`config.mk`:
```
export PLATFORM = sky130hd
export DESIGN_NAME = i2c_target
export DESIGN_NICKNAME = d
export VERILOG_FILES = /design/src/rtl/i2c_pkg.sv /design/src/rtl/i2c_target_line_filter.sv /design/src/rtl/i2c_target.sv
export SDC_FILE = /design/constraint.sdc
export NUM_CORES = 1
export LEC_CHECK = 0
export ABC_CLOCK_PERIOD_IN_PS = 4100
export BUFFER_PORTS_ARGS = -buffer_cell sky130_fd_sc_hd__buf_2
export CELL_PAD_IN_SITES_DETAIL_PLACEMENT = 1
export CELL_PAD_IN_SITES_GLOBAL_PLACEMENT = 1
export CORE_UTILIZATION = 48
export DETAILED_ROUTE_END_ITERATION = 10
export PLACE_DENSITY_LB_ADDON = 0.08
export SYNTH_ARGS = -nofsm -noshare
export SYNTH_HDL_FRONTEND = slang
export SYNTH_HIERARCHICAL = 1
export SYNTH_SLANG_ARGS = --single-unit
```
`constraint.sdc`:
```
create_clock -name clk -period 4.1 [get_ports clk]
set_input_delay 0.41 -clock clk [delete_from_list [all_inputs] [get_ports clk]]
set_output_delay 0.41 -clock clk [all_outputs]
set_load 0.005 [all_outputs]
```
`src/rtl/i2c_pkg.sv`:
```
// Shared I2C definitions: target FSM states, R/W encoding and the converter address.
package i2c_pkg;

    typedef enum logic [2:0] {
        ST_IDLE,
        ST_ADDR,
        ST_ACK_ADDR,
        ST_RX_BYTE,
        ST_ACK_RX,
        ST_TX_BYTE,
        ST_TX_ACK,
        ST_WAIT
    } i2c_state_e;

    localparam logic       I2C_RW_READ  = 1'b1;
    localparam logic       I2C_RW_WRITE = 1'b0;
    localparam logic [6:0] CONV_ADDR    = 7'h48;

endpackage

```
`src/rtl/i2c_target_line_filter.sv`:
```
// Synchronizer + glitch filter + edge pulses for one open-drain I2C line.
module i2c_line_filter #(
    parameter int unsigned FILTER_LEN = 3
) (
    input  logic clk,
    input  logic reset,
    input  logic line_in,
    output logic level,
    output logic rise,
    output logic fall
);
    localparam int unsigned           CNT_W    = 3;
    localparam logic [CNT_W-1:0]      CNT_LAST = CNT_W'(FILTER_LEN - 1);

    logic [1:0]       sync;
    logic [CNT_W-1:0] cnt;

    // Level only follows the synchronized input after FILTER_LEN equal samples;
    // edge pulses coincide with the level update.
    always_ff @(posedge clk) begin
        if (reset) begin
            sync  <= 2'b11;
            cnt   <= '0;
            level <= 1'b1;
            rise  <= 1'b0;
            fall  <= 1'b0;
        end else begin
            sync <= {sync[0], line_in};
            rise <= 1'b0;
            fall <= 1'b0;
            if (sync[1] == level) begin
                cnt <= '0;
            end else if (cnt == CNT_LAST) begin
                cnt   <= '0;
                level <= sync[1];
                rise  <= sync[1];
                fall  <= ~sync[1];
            end else begin
                cnt <= cnt + CNT_W'(1);
            end
        end
    end

endmodule

```
`src/rtl/i2c_target.sv`:
```
// I2C target emulating the converter: address match, ACK, byte RX and handshake-fed TX.
module i2c_target
    import i2c_pkg::*;
#(
    parameter logic [6:0]  ADDR       = CONV_ADDR,
    parameter int unsigned FILTER_LEN = 3
) (
    input  logic       clk,
    input  logic       reset,
    input  logic       scl_in,
    input  logic       sda_in,
    output logic       sda_oe,
    output logic [7:0] rx_data,
    output logic       rx_valid,
    output logic       rx_first,
    output logic       tx_req,
    input  logic [7:0] tx_data,
    output logic       busy
);
    localparam int unsigned BIT_W = 3;

    logic scl_lvl, scl_rise, scl_fall;
    logic sda_lvl, sda_rise, sda_fall;

    i2c_line_filter #(.FILTER_LEN(FILTER_LEN)) u_scl_filter (
        .clk     (clk),
        .reset   (reset),
        .line_in (scl_in),
        .level   (scl_lvl),
        .rise    (scl_rise),
        .fall    (scl_fall)
    );

    i2c_line_filter #(.FILTER_LEN(FILTER_LEN)) u_sda_filter (
        .clk     (clk),
        .reset   (reset),
        .line_in (sda_in),
        .level   (sda_lvl),
        .rise    (sda_rise),
        .fall    (sda_fall)
    );

    i2c_state_e       state;
    logic [BIT_W-1:0] bit_cnt;
    logic [7:0]       shift;
    logic             rw;
    logic             pend;
    logic             first_byte;

    logic       start_c, stop_c, last_bit_c;
    logic [7:0] shift_in_c;

    assign start_c    = sda_fall & scl_lvl;
    assign stop_c     = sda_rise & scl_lvl;
    assign last_bit_c = (bit_cnt == BIT_W'(7));
    assign shift_in_c = {shift[6:0], sda_lvl};

    // pend marks "byte/ack phase complete, act on the next SCL fall".
    always_ff @(posedge clk) begin
        if (reset) begin
            state      <= ST_IDLE;
            bit_cnt    <= '0;
            shift      <= '0;
            rw         <= I2C_RW_WRITE;
            pend       <= 1'b0;
            first_byte <= 1'b0;
            sda_oe     <= 1'b0;
            rx_data    <= '0;
            rx_valid   <= 1'b0;
            rx_first   <= 1'b0;
            tx_req     <= 1'b0;
            busy       <= 1'b0;
        end else begin
            rx_valid <= 1'b0;
            rx_first <= 1'b0;
            tx_req   <= 1'b0;
            if (start_c) begin
                state      <= ST_ADDR;
                bit_cnt    <= '0;
                pend       <= 1'b0;
                first_byte <= 1'b1;
                sda_oe     <= 1'b0;
                busy       <= 1'b0;
            end else if (stop_c) begin
                state   <= ST_IDLE;
                bit_cnt <= '0;
                pend    <= 1'b0;
                sda_oe  <= 1'b0;
                busy    <= 1'b0;
            end else begin
                case (state)
                    ST_IDLE, ST_WAIT: sda_oe <= 1'b0;
                    ST_ADDR: begin
                        if (scl_rise) begin
                            shift   <= shift_in_c;
                            bit_cnt <= bit_cnt + BIT_W'(1);
                            if (last_bit_c) begin
                                rw   <= sda_lvl;
                                pend <= 1'b1;
                            end
                        end else if (scl_fall && pend) begin
                            pend <= 1'b0;
                            if (shift[7:1] == ADDR) begin
                                sda_oe <= 1'b1;
                                busy   <= 1'b1;
                                state  <= ST_ACK_ADDR;
                            end else begin
                                state <= ST_IDLE;
                            end
                        end
                    end
                    ST_ACK_ADDR: begin
                        if (scl_rise && rw == I2C_RW_READ) begin
                            tx_req <= 1'b1;
                        end
                        if (scl_fall) begin
                            bit_cnt <= '0;
                            if (rw == I2C_RW_READ) begin
                                shift  <= tx_data;
                                sda_oe <= ~tx_data[7];
                                state  <= ST_TX_BYTE;
                            end else begin
                                sda_oe <= 1'b0;
                                state  <= ST_RX_BYTE;
                            end
                        end
                    end
                    ST_RX_BYTE: begin
                        if (scl_rise) begin
                            shift   <= shift_in_c;
                            bit_cnt <= bit_cnt + BIT_W'(1);
                            if (last_bit_c) begin
                                rx_data    <= shift_in_c;
                                rx_valid   <= 1'b1;
                                rx_first   <= first_byte;
                                first_byte <= 1'b0;
                                pend       <= 1'b1;
                            end
                        end else if (scl_fall && pend) begin
                            pend   <= 1'b0;
                            sda_oe <= 1'b1;
                            state  <= ST_ACK_RX;
                        end
                    end
                    ST_ACK_RX: begin
                        if (scl_fall) begin
                            sda_oe  <= 1'b0;
                            bit_cnt <= '0;
                            state   <= ST_RX_BYTE;
                        end
                    end
                    ST_TX_BYTE: begin
                        if (scl_fall) begin
                            if (last_bit_c) begin
                                sda_oe  <= 1'b0;
                                bit_cnt <= '0;
                                state   <= ST_TX_ACK;
                            end else begin
                                shift   <= {shift[6:0], 1'b0};
                                sda_oe  <= ~shift[6];
                                bit_cnt <= bit_cnt + BIT_W'(1);
                            end
                        end
                    end
                    ST_TX_ACK: begin
                        if (scl_rise) begin
                            if (!sda_lvl) begin
                                tx_req <= 1'b1;
                                pend   <= 1'b1;
                            end else begin
                                state <= ST_WAIT;
                            end
                        end else if (scl_fall && pend) begin
                            pend    <= 1'b0;
                            shift   <= tx_data;
                            sda_oe  <= ~tx_data[7];
                            bit_cnt <= '0;
                            state   <= ST_TX_BYTE;
                        end
                    end
                    default: state <= ST_IDLE;
                endcase
            end
        end
    end

endmodule

```
==> impl_results.html <==
<table>
<tr><th>Metric</th><th>Value</th></tr>
<tr><th colspan="2">Global route</th></tr>
<tr><td>Via count of the first global-routing pass</td><td>1875</td></tr>
<tr><td>Largest net degree at the start of global routing</td><td>31</td></tr>
<tr><td>GRT overflow</td><td>0</td></tr>
<tr><td>First-pass GRT wire length</td><td>8950 µm</td></tr>
<tr><td>Antenna violations before repair</td><td>0</td></tr>
<tr><td>Global Route Usage Sum</td><td>22.8%</td></tr>
<tr><th colspan="2">Timing</th></tr>
<tr><td>RSZ-0062 raised after global routing</td><td>no</td></tr>
<tr><td>Final setup skew</td><td>6.02 ps</td></tr>
<tr><td>Setup WS post-layout</td><td>1720 ps</td></tr>
<tr><td>Fmax achieved</td><td>421 MHz</td></tr>
<tr><td>Actual transition at the worst max-transition pin</td><td>1050 ps</td></tr>
<tr><td>Shortest clock period the worst path allows after layout</td><td>2380 ps</td></tr>
<tr><td>Fraction of the cycle the final worst path needs</td><td>58.0%</td></tr>
<tr><td>Tightest slew margin relative to the limit</td><td>30.1%</td></tr>
<tr><td>Total of endpoints with negative setup slack in the final report</td><td>0</td></tr>
<tr><td>Final hold violation count</td><td>0</td></tr>
<tr><td>Fin Setup TNS</td><td>0 ps</td></tr>
<tr><td>Final Slew Violations</td><td>0</td></tr>
<tr><th colspan="2">Worst setup path</th></tr>
<tr><td>Worst EP required</td><td>4260 ps</td></tr>
<tr><td>Critical path arrival</td><td>2540 ps</td></tr>
<tr><td>Nature of the critical path startpoint</td><td>flip-flop</td></tr>
<tr><td>Library cell contributing the largest single delay on the critical path</td><td>dfxtp_1</td></tr>
<tr><td>Maximum fanout encountered on the critical timing path</td><td>30</td></tr>
<tr><td>Critical-path cell list</td><td>inv_2 -&gt; o22ai_1 -&gt; nor4b_2 -&gt; buf_4 -&gt; mux2i_1 -&gt; nor2_1</td></tr>
<tr><td>CP Capture Type</td><td>flip-flop</td></tr>
<tr><td>Type of the worst setup path</td><td>reg2reg</td></tr>
<tr><td>Slowest cell delay on critical path</td><td>1020 ps</td></tr>
<tr><th colspan="2">Clock network</th></tr>
<tr><td>Cell at the root of the clock tree</td><td>clkbuf_8</td></tr>
<tr><td>Worst-path clk slew</td><td>80 ps</td></tr>
<tr><td>Clock latency on the worst-skew pair</td><td>290 ps</td></tr>
<tr><td>Post CTS Setup Buffer Count</td><td>0</td></tr>
<tr><td>H-Tree Depth</td><td>2</td></tr>
<tr><td>Number of clock sinks</td><td>46</td></tr>
<tr><td>Cells resized by post-CTS repair</td><td>0</td></tr>
<tr><td>CTS tree</td><td>yes</td></tr>
<tr><td>Hold-fix buffers at CTS</td><td>0</td></tr>
<tr><td>Number of clock buffers inserted by TritonCTS</td><td>5</td></tr>
<tr><td>Max Buffers Root-to-Sink</td><td>2</td></tr>
<tr><th colspan="2">Place</th></tr>
<tr><td>Pre-CTS WS</td><td>1790 ps</td></tr>
<tr><td>Port-buffer cells</td><td>24</td></tr>
<tr><td>Instance count after placement with tap cells included</td><td>303</td></tr>
<tr><td>DP Wirelength</td><td>3750 µm</td></tr>
<tr><td>Placer congestion estimate</td><td>0.819</td></tr>
<tr><td>Area of placed instances</td><td>2370 µm²</td></tr>
<tr><th colspan="2">Cells and area</th></tr>
<tr><td>Synth-to-layout area growth</td><td>10.5%</td></tr>
<tr><td>Antenna cell count</td><td>0</td></tr>
<tr><td>Cell Count, Final, Fillers Out</td><td>311</td></tr>
<tr><td>Final Net Count</td><td>277</td></tr>
<tr><td>Layout cell share with drive strength beyond 1</td><td>21.2%</td></tr>
<tr><td>Final standard cell area without fillers</td><td>2480 µm²</td></tr>
<tr><th colspan="2">Yosys</th></tr>
<tr><td>Netlist area before placement</td><td>2250 µm²</td></tr>
<tr><td>Cell types with the largest area share after synthesis</td><td>dfxtp_1 (41%), mux2i_1 (4.9%), ha_1 (3.9%)</td></tr>
<tr><td>Top FF cell, synth</td><td>dfxtp_1</td></tr>
<tr><td>Part of the Yosys area used for sequential elements</td><td>40.9%</td></tr>
<tr><td>Net count after synthesis</td><td>256</td></tr>
<tr><td>Syn Inst Count</td><td>237</td></tr>
<tr><td>EDFF count, synth</td><td>0</td></tr>
<tr><td>Share of the synthesized area in the top cell type</td><td>40.9%</td></tr>
<tr><td>Syn_area_per_cell</td><td>9.49 µm²</td></tr>
<tr><td>Ys Warns</td><td>6</td></tr>
<tr><td>Synth area leader</td><td>dfxtp_1</td></tr>
<tr><td>Number of synthesized register bits</td><td>46</td></tr>
<tr><td>Share of synthesized registers carrying an async set or reset</td><td>0%</td></tr>
<tr><td>Number of distinct library cells after synthesis</td><td>56</td></tr>
<tr><th colspan="2">Floorplan</th></tr>
<tr><td>Starting utilization of the core area</td><td>50.6%</td></tr>
<tr><td>Floorplan Core Area</td><td>4440 µm²</td></tr>
<tr><td>Number of top-level pins</td><td>25</td></tr>
<tr><td>Chip Width</td><td>70.5 µm</td></tr>
<tr><td>Rows</td><td>24</td></tr>
<tr><td>Total die area</td><td>4960 µm²</td></tr>
<tr><td>Vertical extent of the die</td><td>70.5 µm</td></tr>
<tr><th colspan="2">Drt</th></tr>
<tr><td>DRT iter0 DRCs</td><td>115</td></tr>
<tr><td>DRC violations left</td><td>2</td></tr>
<tr><td>Post-DRT Antenna Nets</td><td>0</td></tr>
<tr><td>DR vias/cell</td><td>6.00</td></tr>
<tr><td>WL final</td><td>5230 µm</td></tr>
<tr><td>Average wire per standard cell</td><td>16.8 µm</td></tr>
<tr><td>Via count</td><td>1865</td></tr>
<tr><td>Pre-Repair DR Iteration Count</td><td>7</td></tr>
<tr><th colspan="2">Hold path</th></tr>
<tr><td>Min-Delay Path Class</td><td>in2reg</td></tr>
<tr><th colspan="2">Pwr</th></tr>
<tr><td>Power per Cell Area</td><td>326 nW/µm²</td></tr>
<tr><td>Maximum vdd drop</td><td>225 µV</td></tr>
<tr><td>Static leakage</td><td>0.000973 µW</td></tr>
<tr><th colspan="2">Status</th></tr>
<tr><td>Violations in the final reports</td><td>design-rule violations</td></tr>
<tr><td>Outcome</td><td>finished, violations left</td></tr>
<tr><th colspan="2">Flow run</th></tr>
<tr><td>Maxcap violations</td><td>0</td></tr>
</table>
per-layer routing:
metal  up-vias  GRT usage (%)  share of wire [%]  routed length [µm]
met5         -              0                  0                   0
met4         0           6.35               0.84                  44
met3         8           4.18                3.3                 173
met2        33           38.3                 49                2570
met1       919           30.0                 47                2440
li1        905              -                  -                   -
synth_stat cells, types with 3 or more instances:
library cell	count
a211oi_1	4
a211oi_2	4
a21oi_1	12
a22o_1	9
buf_2	5
dfxtp_1	46
ha_1	7
inv_1	11
mux2_2	6
mux2i_1	11
nand2_1	11
nand2b_1	4
nand3_1	4
nor2_1	19
nor3_1	4
nor4_1	6
nor4b_2	3
o211ai_1	4
o21a_1	3
o21ai_0	12
registers in the layout, summed over array words and instances (netlist names):
register            cells
rx_data                 8
busy                    1
u_sda_filter/level      1
u_sda_filter/cnt        3
u_sda_filter/rise       1
shift                   8
sda_oe                  1
u_sda_filter/fall       1
pend                    1
u_scl_filter/cnt        3
u_scl_filter/fall       1
u_scl_filter/rise       1
rw                      1
first_byte              1
u_sda_filter/sync       2
u_scl_filter/sync       2
bit_cnt                 3
u_scl_filter/level      1
rx_first                1
tx_req                  1
state                   3
rx_valid                1
critical path, delay by kind of cell, from the launching register on:
family                 cells  cell delay [ps]
and+or+nand+nor            2              280
muxes                      1              200
DFF                        1             1020
AOI/OAI and AO/OA          1              280
buffers and inverters      2              460
worst paths after layout:
| kind | startpoint | to | slack [ps] | cells past startpoint |
|---|---|---|---|---|
| worst min-delay path | scl_in | u_scl_filter/sync[0] | 290 | 2 |
| worst max-delay path | state[0] | shift[1] | 1720 | 6 |
| worst max register to register | state[0] | shift[1] | 1720 | 6 |
| worst min register to register | u_scl_filter/sync[0] | u_scl_filter/sync[1] | 410 | 1 |
power by group:
part | internal (µW) | switching, µW
Combinational | 9.62 | 14.2
Sequential | 449 | 2.02
Clock | 183 | 153
Total | 641 | 169
through the flow:
| stage | power (µW) | util, % | hold WS (ps) |
|---|---|---|---|
| 6_report | 810 | 55.9 | 295 |
| 5_1_grt | 841 | 55.9 | 284 |
| 4_1_cts | 821 | 55.9 | 284 |
| 3_5_place_dp | 486 | 53.4 | 395 |
| 3_3_place_gp | 485 | 53.4 | 387 |
| 2_1_floorplan | 474 | - | 383 |
cell families after synthesis:
kind of cell	count (synthesis)	synth area share, %
multiplexers	17	7.90
AND/OR/NAND/NOR	79	20.9
buffers and inverters	23	5.12
XOR/XNOR	2	0.779
flip-flops	46	40.9
AO/OA/AOI/OAI	63	20.5
adder cells (fa/ha/maj)	7	3.89
placed cells by master (no fill, tap or decap), types with 3 or more instances in the layout:
master	synthesis	routed
nand2_1	11	11
ha_1	7	7
nor4_1	6	6
a211oi_1	4	4
a211oi_2	4	4
o21ai_0	12	12
o211ai_1	4	4
a21oi_1	12	12
nor2_1	19	19
nand2b_1	4	4
dfxtp_1	46	46
inv_1	11	11
nand3_1	4	4
buf_2	5	24
nor3_1	4	4
mux2_2	6	6
o21a_1	3	3
clkbuf_8	0	5
a22o_1	9	9
nor4b_2	3	3
mux2i_1	11	11
layout make-up:
type,instances,area [µm²]
clock buffers,5,68.8
inverters,12,45.0
repair buffers,25,128
well taps,52,65.1
fillers,554,1960
clock inverters,3,43.8
multi-input cells,168,1210
flip-flops and latches,46,921
(Power assumes the default switching activity.)
